File: config.mk
export PLATFORM = sky130hd
export DESIGN_NAME = disc_write_fetcher_flat
export DESIGN_NICKNAME = d
export VERILOG_FILES = /design/src/rtl/disc_write_fetcher_if.sv /design/src/rtl/disc_write_fetcher.sv /design/src/flat_wrapper.sv
export SDC_FILE = /design/constraint.sdc
export NUM_CORES = 1
export LEC_CHECK = 0
export ABC_AREA = 1
export CORE_ASPECT_RATIO = 0.75
export CORE_MARGIN = 5
export CORE_UTILIZATION = 51
export DETAILED_ROUTE_END_ITERATION = 8
export PLACE_DENSITY = 0.81
export SLEW_MARGIN = 20
export SYNTH_ARGS = -nofsm -noshare
export SYNTH_HDL_FRONTEND = slang
export SYNTH_SLANG_ARGS = --single-unit
export TNS_END_PERCENT = 10
File: constraint.sdc
create_clock -name clock -period 4.95 [get_ports clock]
set_clock_uncertainty 0.05 [all_clocks]
set_input_delay 0.495 -clock clock [delete_from_list [all_inputs] [get_ports clock]]
set_output_delay 0.495 -clock clock [all_outputs]
set_load 0.01 [all_outputs]
File: src/rtl/disc_write_fetcher_if.sv
// SRAM read-port bundle between the write-side fetcher (master) and the
// acquisition SRAM arbiter/memory (slave).
interface disc_write_fetcher_if #(
  parameter int ADDR_WIDTH = 19
);
  logic [ADDR_WIDTH-1:0] sram_addr;
  logic                  sram_rd;
  logic                  sram_grant;
  logic [7:0]            sram_data;

  modport master (output sram_addr, sram_rd, input sram_grant, sram_data);
  modport slave  (input sram_addr, sram_rd, output sram_grant, sram_data);
endinterface

File: src/rtl/disc_write_fetcher.sv
// Write-side SRAM prefetcher: streams pattern bytes into a small FIFO and
// hands them to the disc writer one byte per maddr_inc strobe.
module disc_write_fetcher #(
  parameter int ADDR_WIDTH  = 19,
  parameter int DEPTH_LOG2  = 2,
  parameter int RAM_LATENCY = 2
) (
  input  logic                  clock,
  input  logic                  reset,
  input  logic                  clken,
  input  logic                  run,
  input  logic                  addr_load,
  input  logic [ADDR_WIDTH-1:0] addr_in,
  disc_write_fetcher_if.master  sram,
  output logic [7:0]            mdat,
  input  logic                  maddr_inc,
  output logic                  ready,
  output logic                  empty,
  output logic                  underrun,
  input  logic                  clear_underrun,
  output logic [ADDR_WIDTH-1:0] fetch_addr
);
  localparam int DEPTH = 1 << DEPTH_LOG2;
  localparam int CW    = DEPTH_LOG2 + 1;

  typedef enum logic [1:0] {IDLE, PRIME, STREAM} state_e;

  state_e                       state_q, state_d;
  logic [ADDR_WIDTH-1:0]        ptr_q, ptr_d, addr_q;
  logic [RAM_LATENCY:0]         vld_pipe_q, vld_pipe_d;
  logic [DEPTH-1:0][7:0]        mem_q;
  logic [DEPTH_LOG2-1:0]        wp_q, rp_q;
  logic [CW-1:0]                count_q, count_d;
  logic                         empty_q, underrun_q;
  logic                         flush, issue, push, pop, pop_empty;
  logic [15:0]                  occ;

  // Occupancy seen by the issue logic: FIFO after this cycle's pop plus
  // every read still travelling through the SRAM pipe (bit 0 = strobe on bus).
  always_comb begin
    occ = 16'(count_q) - 16'(pop);
    for (int i = 0; i <= RAM_LATENCY; i++) occ = occ + 16'(vld_pipe_q[i]);
  end

  always_comb begin
    flush     = addr_load || !run;
    pop       = clken && maddr_inc && (count_q != '0);
    pop_empty = clken && maddr_inc && (count_q == '0);
    push      = vld_pipe_q[RAM_LATENCY] && !flush && (state_q != IDLE);
    issue     = !flush && clken && sram.sram_grant && (state_q != IDLE) &&
                (occ < 16'(DEPTH));

    count_d    = flush ? '0 : count_q + CW'(push) - CW'(pop);
    vld_pipe_d = flush ? '0 : {vld_pipe_q[RAM_LATENCY-1:0], issue};
    ptr_d      = addr_load ? addr_in : ptr_q + ADDR_WIDTH'(issue);

    state_d = state_q;
    if (addr_load)   state_d = run ? PRIME : IDLE;
    else if (!run)   state_d = IDLE;
    else if (clken) begin
      case (state_q)
        IDLE:    state_d = PRIME;
        PRIME:   if (count_d == CW'(DEPTH)) state_d = STREAM;
        default: state_d = state_q;
      endcase
    end
  end

  always_ff @(posedge clock or negedge reset) begin
    if (!reset) begin
      state_q    <= IDLE;
      ptr_q      <= '0;
      addr_q     <= '0;
      vld_pipe_q <= '0;
      count_q    <= '0;
      empty_q    <= 1'b1;
      underrun_q <= 1'b0;
      wp_q       <= '0;
      rp_q       <= '0;
    end else begin
      state_q    <= state_d;
      ptr_q      <= ptr_d;
      vld_pipe_q <= vld_pipe_d;
      count_q    <= count_d;
      empty_q    <= (count_d == '0);
      if (issue) addr_q <= ptr_q;
      if (pop_empty)           underrun_q <= 1'b1;
      else if (clear_underrun) underrun_q <= 1'b0;
      if (flush) begin
        wp_q <= '0;
        rp_q <= '0;
      end else begin
        if (push) wp_q <= wp_q + 1'b1;
        if (pop)  rp_q <= rp_q + 1'b1;
      end
    end
  end

  always_ff @(posedge clock) begin
    if (push) mem_q[wp_q] <= sram.sram_data;
  end

  // The issue budget guarantees a free slot for every returning read.
  always_ff @(posedge clock) begin
    if (reset) assert (!(push && !pop && count_q == CW'(DEPTH)));
  end

  assign sram.sram_rd   = vld_pipe_q[0];
  assign sram.sram_addr = addr_q;
  assign mdat           = empty_q ? 8'h00 : mem_q[rp_q];
  assign empty          = empty_q;
  assign ready          = (state_q == STREAM);
  assign underrun       = underrun_q;
  assign fetch_addr     = ptr_q;
endmodule

File: src/flat_wrapper.sv
// flat-port wrapper written by rule: the top's interface ports become plain ports
module disc_write_fetcher_flat 
#(
  parameter int ADDR_WIDTH  = 19,
  parameter int DEPTH_LOG2  = 2,
  parameter int RAM_LATENCY = 2
)
  (clock, reset, clken, run, addr_load, addr_in, mdat, maddr_inc, ready, empty, underrun, clear_underrun, fetch_addr, sram_sram_addr, sram_sram_rd, sram_sram_grant, sram_sram_data);
  disc_write_fetcher_if #(.ADDR_WIDTH(ADDR_WIDTH)) sram_i ();
  input  logic clock;
  input  logic reset;
  input  logic clken;
  input  logic run;
  input  logic addr_load;
  input  logic [ADDR_WIDTH-1:0] addr_in;
  output logic [7:0] mdat;
  input  logic maddr_inc;
  output logic ready;
  output logic empty;
  output logic underrun;
  input  logic clear_underrun;
  output logic [ADDR_WIDTH-1:0] fetch_addr;
  output wire logic [$bits(sram_i.sram_addr)-1:0] sram_sram_addr;
  output wire logic [$bits(sram_i.sram_rd)-1:0] sram_sram_rd;
  input wire logic [$bits(sram_i.sram_grant)-1:0] sram_sram_grant;
  input wire logic [$bits(sram_i.sram_data)-1:0] sram_sram_data;
  assign sram_sram_addr = sram_i.sram_addr;
  assign sram_sram_rd = sram_i.sram_rd;
  assign sram_i.sram_grant = sram_sram_grant;
  assign sram_i.sram_data = sram_sram_data;
  disc_write_fetcher #(.ADDR_WIDTH(ADDR_WIDTH), .DEPTH_LOG2(DEPTH_LOG2), .RAM_LATENCY(RAM_LATENCY)) u_core (.clock(clock), .reset(reset), .clken(clken), .run(run), .addr_load(addr_load), .addr_in(addr_in), .sram(sram_i), .mdat(mdat), .maddr_inc(maddr_inc), .ready(ready), .empty(empty), .underrun(underrun), .clear_underrun(clear_underrun), .fetch_addr(fetch_addr));
endmodule
# Word-level counts from Yosys, hierarchy flattened

Index checks and enable logic that the tools add are counted.

Eq/ne operators: 6
Order comparisons: 4
Add/sub/neg operators: 9
Multiplexer cells: 21
Reduce and logical (&&, ||, !) cells: 22

Operator list:

| operator                                                               | number |
|---|---|
| 16-bit by 1-bit adder with 16-bit output                               | 3 |
| 32-bit bitwise mux                                                     | 1 |
| 8-bit 2-to-1 mux                                                       | 3 |
| 19-bit by 1-bit adder with 19-bit output                               | 1 |
| 19-bit 2-to-1 mux                                                      | 1 |
| 8-bit binary-select mux with 2-bit select                              | 1 |
| 8-bit demux with 2-bit select                                          | 1 |
| 16-bit by 3-bit < comparator with 1-bit output (second input constant) | 1 |
| 2-bit 2-to-1 mux                                                       | 8 |
| 1-bit logical AND                                                      | 10 |
| 2-bit nonzero test                                                     | 4 |
| 3-bit logical NOT                                                      | 2 |
| 2-bit by 3-bit < comparator with 1-bit output (second input constant)  | 2 |
| 3-bit 2-to-1 mux                                                       | 2 |
| 2-bit by 1-bit adder with 2-bit output (second input constant)         | 2 |
| 4-bit by 1-bit != test with 1-bit output (second input constant)       | 1 |
| 4-bit by 3-bit != test with 1-bit output (second input constant)       | 1 |
| 2-bit case mux with 2 select lines                                     | 1 |
| 3-bit by 1-bit subtractor with 4-bit output                            | 1 |
| 3-bit by 1-bit adder with 3-bit output                                 | 1 |
| 3-bit == test (second input constant)                                  | 1 |
| 1-bit 2-to-1 mux                                                       | 3 |
| 3-bit by 2-bit != test with 1-bit output (second input constant)       | 1 |
| 3-bit AND reduction                                                    | 1 |
| 8 further kinds                                                        | 9 |

Output and inout bits: 50
Register bits after elaboration: 84
Input port bits: 35

# Logic depth before layout (Yosys ltp)

Depth in word-level cells: 14
Gate-level depth with buffers: 26
Depth with buffers taken out: 25

# Least setup slack after synthesis

Ideal clock, no wire load.

Path type: register -> register
From: register u_core.count_q[2]
To: register u_core.ptr_q[18] (netlist: u_core.fetch_addr[18])
Data arrival time: 3994 ps
Buffers on the path: 1
Cell stages (with the launch flop): 25
Required time: 4782 ps
Path slack: 788 ps
Period minus slack after synthesis: 4162 ps
Cells stage by stage: dfrtp_1 > nor3_1 > nor2_1 > ha_1 > inv_1 > fa_1 > ha_1 > nand2_1 > o21bai_2 > nand3_1 > ha_1 > nand4_1 > nor3_4 > nand2_1 > buf_2 > inv_1 > ha_1 > ha_1 > nand3_1 > nor2_1 > nand2_1 > nor2_1 > nand3_1 > nand3_1 > nand2_1

Longest elaborated chain between the ends: 10

Ends and longest elaborated chain:

| element                                                    | RTL line                 | RTL |
|---|---|---|
| from (decl)                                                | disc_write_fetcher.sv:33 | `logic [CW-1:0] count_q, count_d;` |
| from (signal assigned)                                     | disc_write_fetcher.sv:84 | `count_q <= count_d;` |
| 3-bit nonzero test                                         | disc_write_fetcher.sv:47 | `pop = clken && maddr_inc && (count_q != '0);` |
| 1-bit logical AND                                          | disc_write_fetcher.sv:47 |  |
| 3-bit by 1-bit subtractor with 4-bit output (*)            | disc_write_fetcher.sv:41 | `occ = 16'(count_q) - 16'(pop);` |
| 16-bit by 1-bit adder with 16-bit output (*) (3 in series) | disc_write_fetcher.sv:42 | `for (int i = 0; i <= RAM_LATENCY; i++) occ = occ + 16'(vld_pipe_q[i]);` |
| 16-bit by 3-bit < comparator with 1-bit output (*)         | disc_write_fetcher.sv:51 | `(occ < 16'(DEPTH));` |
| 1-bit logical AND (*)                                      | disc_write_fetcher.sv:50 | `issue = !flush && clken && sram.sram_grant && (state_q != IDLE) &&` |
| 19-bit by 1-bit adder with 19-bit output (*)               | disc_write_fetcher.sv:55 | `ptr_d = addr_load ? addr_in : ptr_q + ADDR_WIDTH'(issue);` |
| 19-bit 2-to-1 mux (*)                                      | disc_write_fetcher.sv:55 |  |
| via u_core.ptr_d[18]                                       | disc_write_fetcher.sv:29 | `logic [ADDR_WIDTH-1:0] ptr_q, ptr_d, addr_q;` |
| to (signal assigned)                                       | disc_write_fetcher.sv:82 | `ptr_q <= ptr_d;` |
| to (decl)                                                  | disc_write_fetcher.sv:29 |  |

The timed path passes the listed nets; every way through them passes the cells marked *.
A chain may end at the register's enable or synchronous reset.

# Worst setup path in the final report

From: register u_core.count_q[2]
To: register u_core.ptr_q[14] (netlist: u_core.fetch_addr[14])

The elaborated chain is that of the path after synthesis.

==> out/metrics.cfg <==
[status]
outcome=completed

[synth]
yosysMostFrequentCell=nand2_1
synth-seq-cells=84
synth.area.top_cells=dfrtp_1 31%, edfxtp_1 24%, nand2_1 12%
synth_seq_area_share_pct=55.71
synthSimpleGateAreaFrac_pct=24.39
yosys_warnings=0
async_flop_share_pct=61.90
syn_area_um2=4063
synth.distinct_cells=32
synth_edf_count=32
synthFlopType=dfrtp_1
synthAdderAreaFrac_pct=5.605
syn_inst=453
synthXorXnorAreaFrac_pct=2.156
synthTopCellsByCount=127 x nand2_1, 71 x nor2_1, 51 x dfrtp_1
yosysTopAreaCell=dfrtp_1
synth_top_area_share_pct=31.41
synthMuxAreaShare_pct=0
synth.avg_cell_area_um2=8.968
synth_compound_area_share_pct=5.882
synth_top_family_by_area=simple AND/OR/NAND/NOR gates
synth_fp_nets=505

[global_route]
grt_pass1_vias=3376
overflow=0
antenna_found_initial=0
grt_pass1_wl_um=16050
track_usage_pct=20.55
grt_max_degree=53

[finish]
multiInputGateArea_um2=1545
final_area_um2=5156
area_delta_synth_final_pct=26.92
regArea_um2=2263
fill_cells=628
nets=591
n_antenna_cell=0
drive_above_1_share_pct=5.699

[clock_network]
ctsHoldBuffers=0
cts_setup_buffers=0
cts_root_buf=clkbuf_8
clock_path_buffers=2
clk_latency_ns=0.36
cts-buffers-inserted=9
cts_tree=built
htreeDepth=3
clock_sink_count=84
clk_pin_slew_ns=0.09
cts_resized=0

[placed_design]
portBuffers=84
dp_hpwl_um=7063
place.gp.congestion=0.8984
placed_area_um2=4982

[floorplanning]
dieArea_um2=9870
dieHeight_um=87.30
die_x_um=113.1
ioPinCount=85
start_util_pct=52.00
rows=28
fp.coreArea_um2=7812

[sta]
slew_viol_final=0
final.setup.tns_ns=0
final-setup-viol-count=0
hold_viol=0
min_period_ns=4.403
fin_crit_sh_pct=88.95
tightest_slew_ns=0.7775
rsz0062_at_grt=false
fmax_ghz=0.2271
max_slew_margin_pct=47.97

[worst_setup_path]
path_class=reg2reg
cp-end-kind=register
critPathMaxFanout=5
arrival_ns=4.61
cp-start-kind=register
required_ns=5.16

[detailed_routing]
dr.first_iter.drc_count=180
num_vias=3317
via_per_inst=5.111
detail-route-antenna-nets=0
drc=0
drt-total-wl_um=9689
wire_per_inst_um=14.93
dr.pass1.iters=4

[power_and_ir_drop]
p_comb_share_pct=16.8
internal-power_mw=1.100
leakage_nw=2.262
p_sw_share_pct=27.43
switchingPower_mw=0.4158
p_per_area_nw_per_um2=294.0
power_frac_clock_pct=28.8
ir_worst_vdd_mv=0.2016
seqPwrFrac_pct=54.4

[hold_path]
worstHoldPathType=in2async

[job]
cap_violations=0

## power groups by stage
stage | sequential (mW) | clock (mW) | combinational, mW
after global routing | 0.833 | 0.471 | 0.280
after detailed placement | 0.838 | 0 | 0.257
final | 0.825 | 0.436 | 0.255
after floorplan | 0.852 | 0 | 0.0673
after CTS | 0.825 | 0.448 | 0.258
after global placement | 0.838 | 0 | 0.250
## cell usage in the layout, fill, tap and decap left out, types with 3 or more instances in the layout
master | synthesis | layout
nand2_1 | 127 | 127
clkdlybuf4s50_1 | 0 | 83
nor2_1 | 71 | 71
dfrtp_1 | 51 | 51
inv_1 | 37 | 37
nand3_1 | 33 | 33
edfxtp_1 | 32 | 32
o21ai_0 | 27 | 27
ha_1 | 15 | 15
a21oi_1 | 11 | 11
clkbuf_8 | 0 | 9
xor2_1 | 7 | 7
buf_4 | 1 | 6
nand4_1 | 4 | 4
inv_6 | 1 | 3
xnor2_1 | 3 | 3
nor3_1 | 3 | 3
## state kept, by name, summed over array words and instances, names as in the netlist
register               flops
u_core.rp_q                2
u_core.state_q             2
u_core.count_q             3
u_core.mem_q              32
u_core.vld_pipe_q          3
u_core.sram.sram_addr     19
u_core.wp_q                2
u_core.fetch_addr         19
u_core.underrun            1
u_core.empty               1
## worst max-delay path, stage by stage, from the launching register on
cell and delay [ns]:
dfrtp_1 0.41, nor3_1 0.25, nor2_1 0.12, ha_1 0.29
inv_1 0.06, fa_1 0.37, ha_1 0.28, nand2_1 0.06
o21bai_2 0.19, nand3_1 0.11, ha_1 0.28, nand4_1 0.15
nor3_4 0.22, nand2_1 0.09, inv_1 0.06, ha_1 0.20
ha_1 0.21, nand3_1 0.14, nor2_1 0.24, nand2_1 0.18
nor2_1 0.16, nand2_1 0.07, nand3_1 0.08, nand2_1 0.05
## cell type report
cell class	count	share of cell area, %
Clock inverter	7	0.9706
Timing Repair Buffer	90	17.08
Inverter	41	3.130
Clock buffer	9	2.402
Tap cell	105	2.548
Multi-Input combinational cell	313	29.97
Sequential cell	84	43.90
## metal layers
metal / track usage (%) / part of all wire [%] / wire length, um / up-vias
li1: - / - / - / 1625
met1: 26.58 / 45 / 4388 / 1573
met2: 33.92 / 47 / 4555 / 108
met3: 5.694 / 6.7 / 648 / 11
met4: 6.550 / 1.0 / 97 / 0
met5: 0 / 0 / 0 / -
## cells by family (layout without fill, tap and decap cells)
| group | Yosys count | count (layout) |
|---|---|---|
| AOI/OAI and AO/OA | 44 | 44 |
| DFF | 84 | 84 |
| and+or+nand+nor | 242 | 242 |
| buffers and inverters | 56 | 147 |
| adders and majority gates | 17 | 17 |
| xor gates and xnor gates | 10 | 10 |
## stage by stage
| step | util, % | cells | total power, mW | setup slack, ns | hold WS (ns) |
|---|---|---|---|---|---|
| global placement | 63.77 | 633 | 1.088 | 0.4182 | 0.4050 |
| floorplan | - | 453 | 0.9188 | 0.7877 | 0.1494 |
| detailed placement | 63.77 | 633 | 1.094 | 0.2180 | 0.4132 |
| global route | 66.00 | 649 | 1.583 | 0.1314 | 0.2521 |
| CTS | 66.00 | 649 | 1.531 | 0.5659 | 0.2103 |
| finish | 66.00 | 649 | 1.516 | 0.5471 | 0.1879 |
## path summary, 6_finish.rpt
path	from	endpoint	slack, ns	cells past startpoint
min in group clock	u_core.sram.sram_addr[13]	u_core.sram.sram_addr[13]	0.43	2
worst min register to register	u_core.sram.sram_addr[13]	u_core.sram.sram_addr[13]	0.43	2
worst max-delay path	u_core.count_q[2]	u_core.fetch_addr[14]	0.55	23
worst max register to register	u_core.count_q[2]	u_core.fetch_addr[14]	0.55	23
max in group asynchronous	reset	u_core.vld_pipe_q[1]	4.21	2
worst min-delay path	reset	u_core.fetch_addr[5]	0.19	2
(Power assumes the default switching activity.)
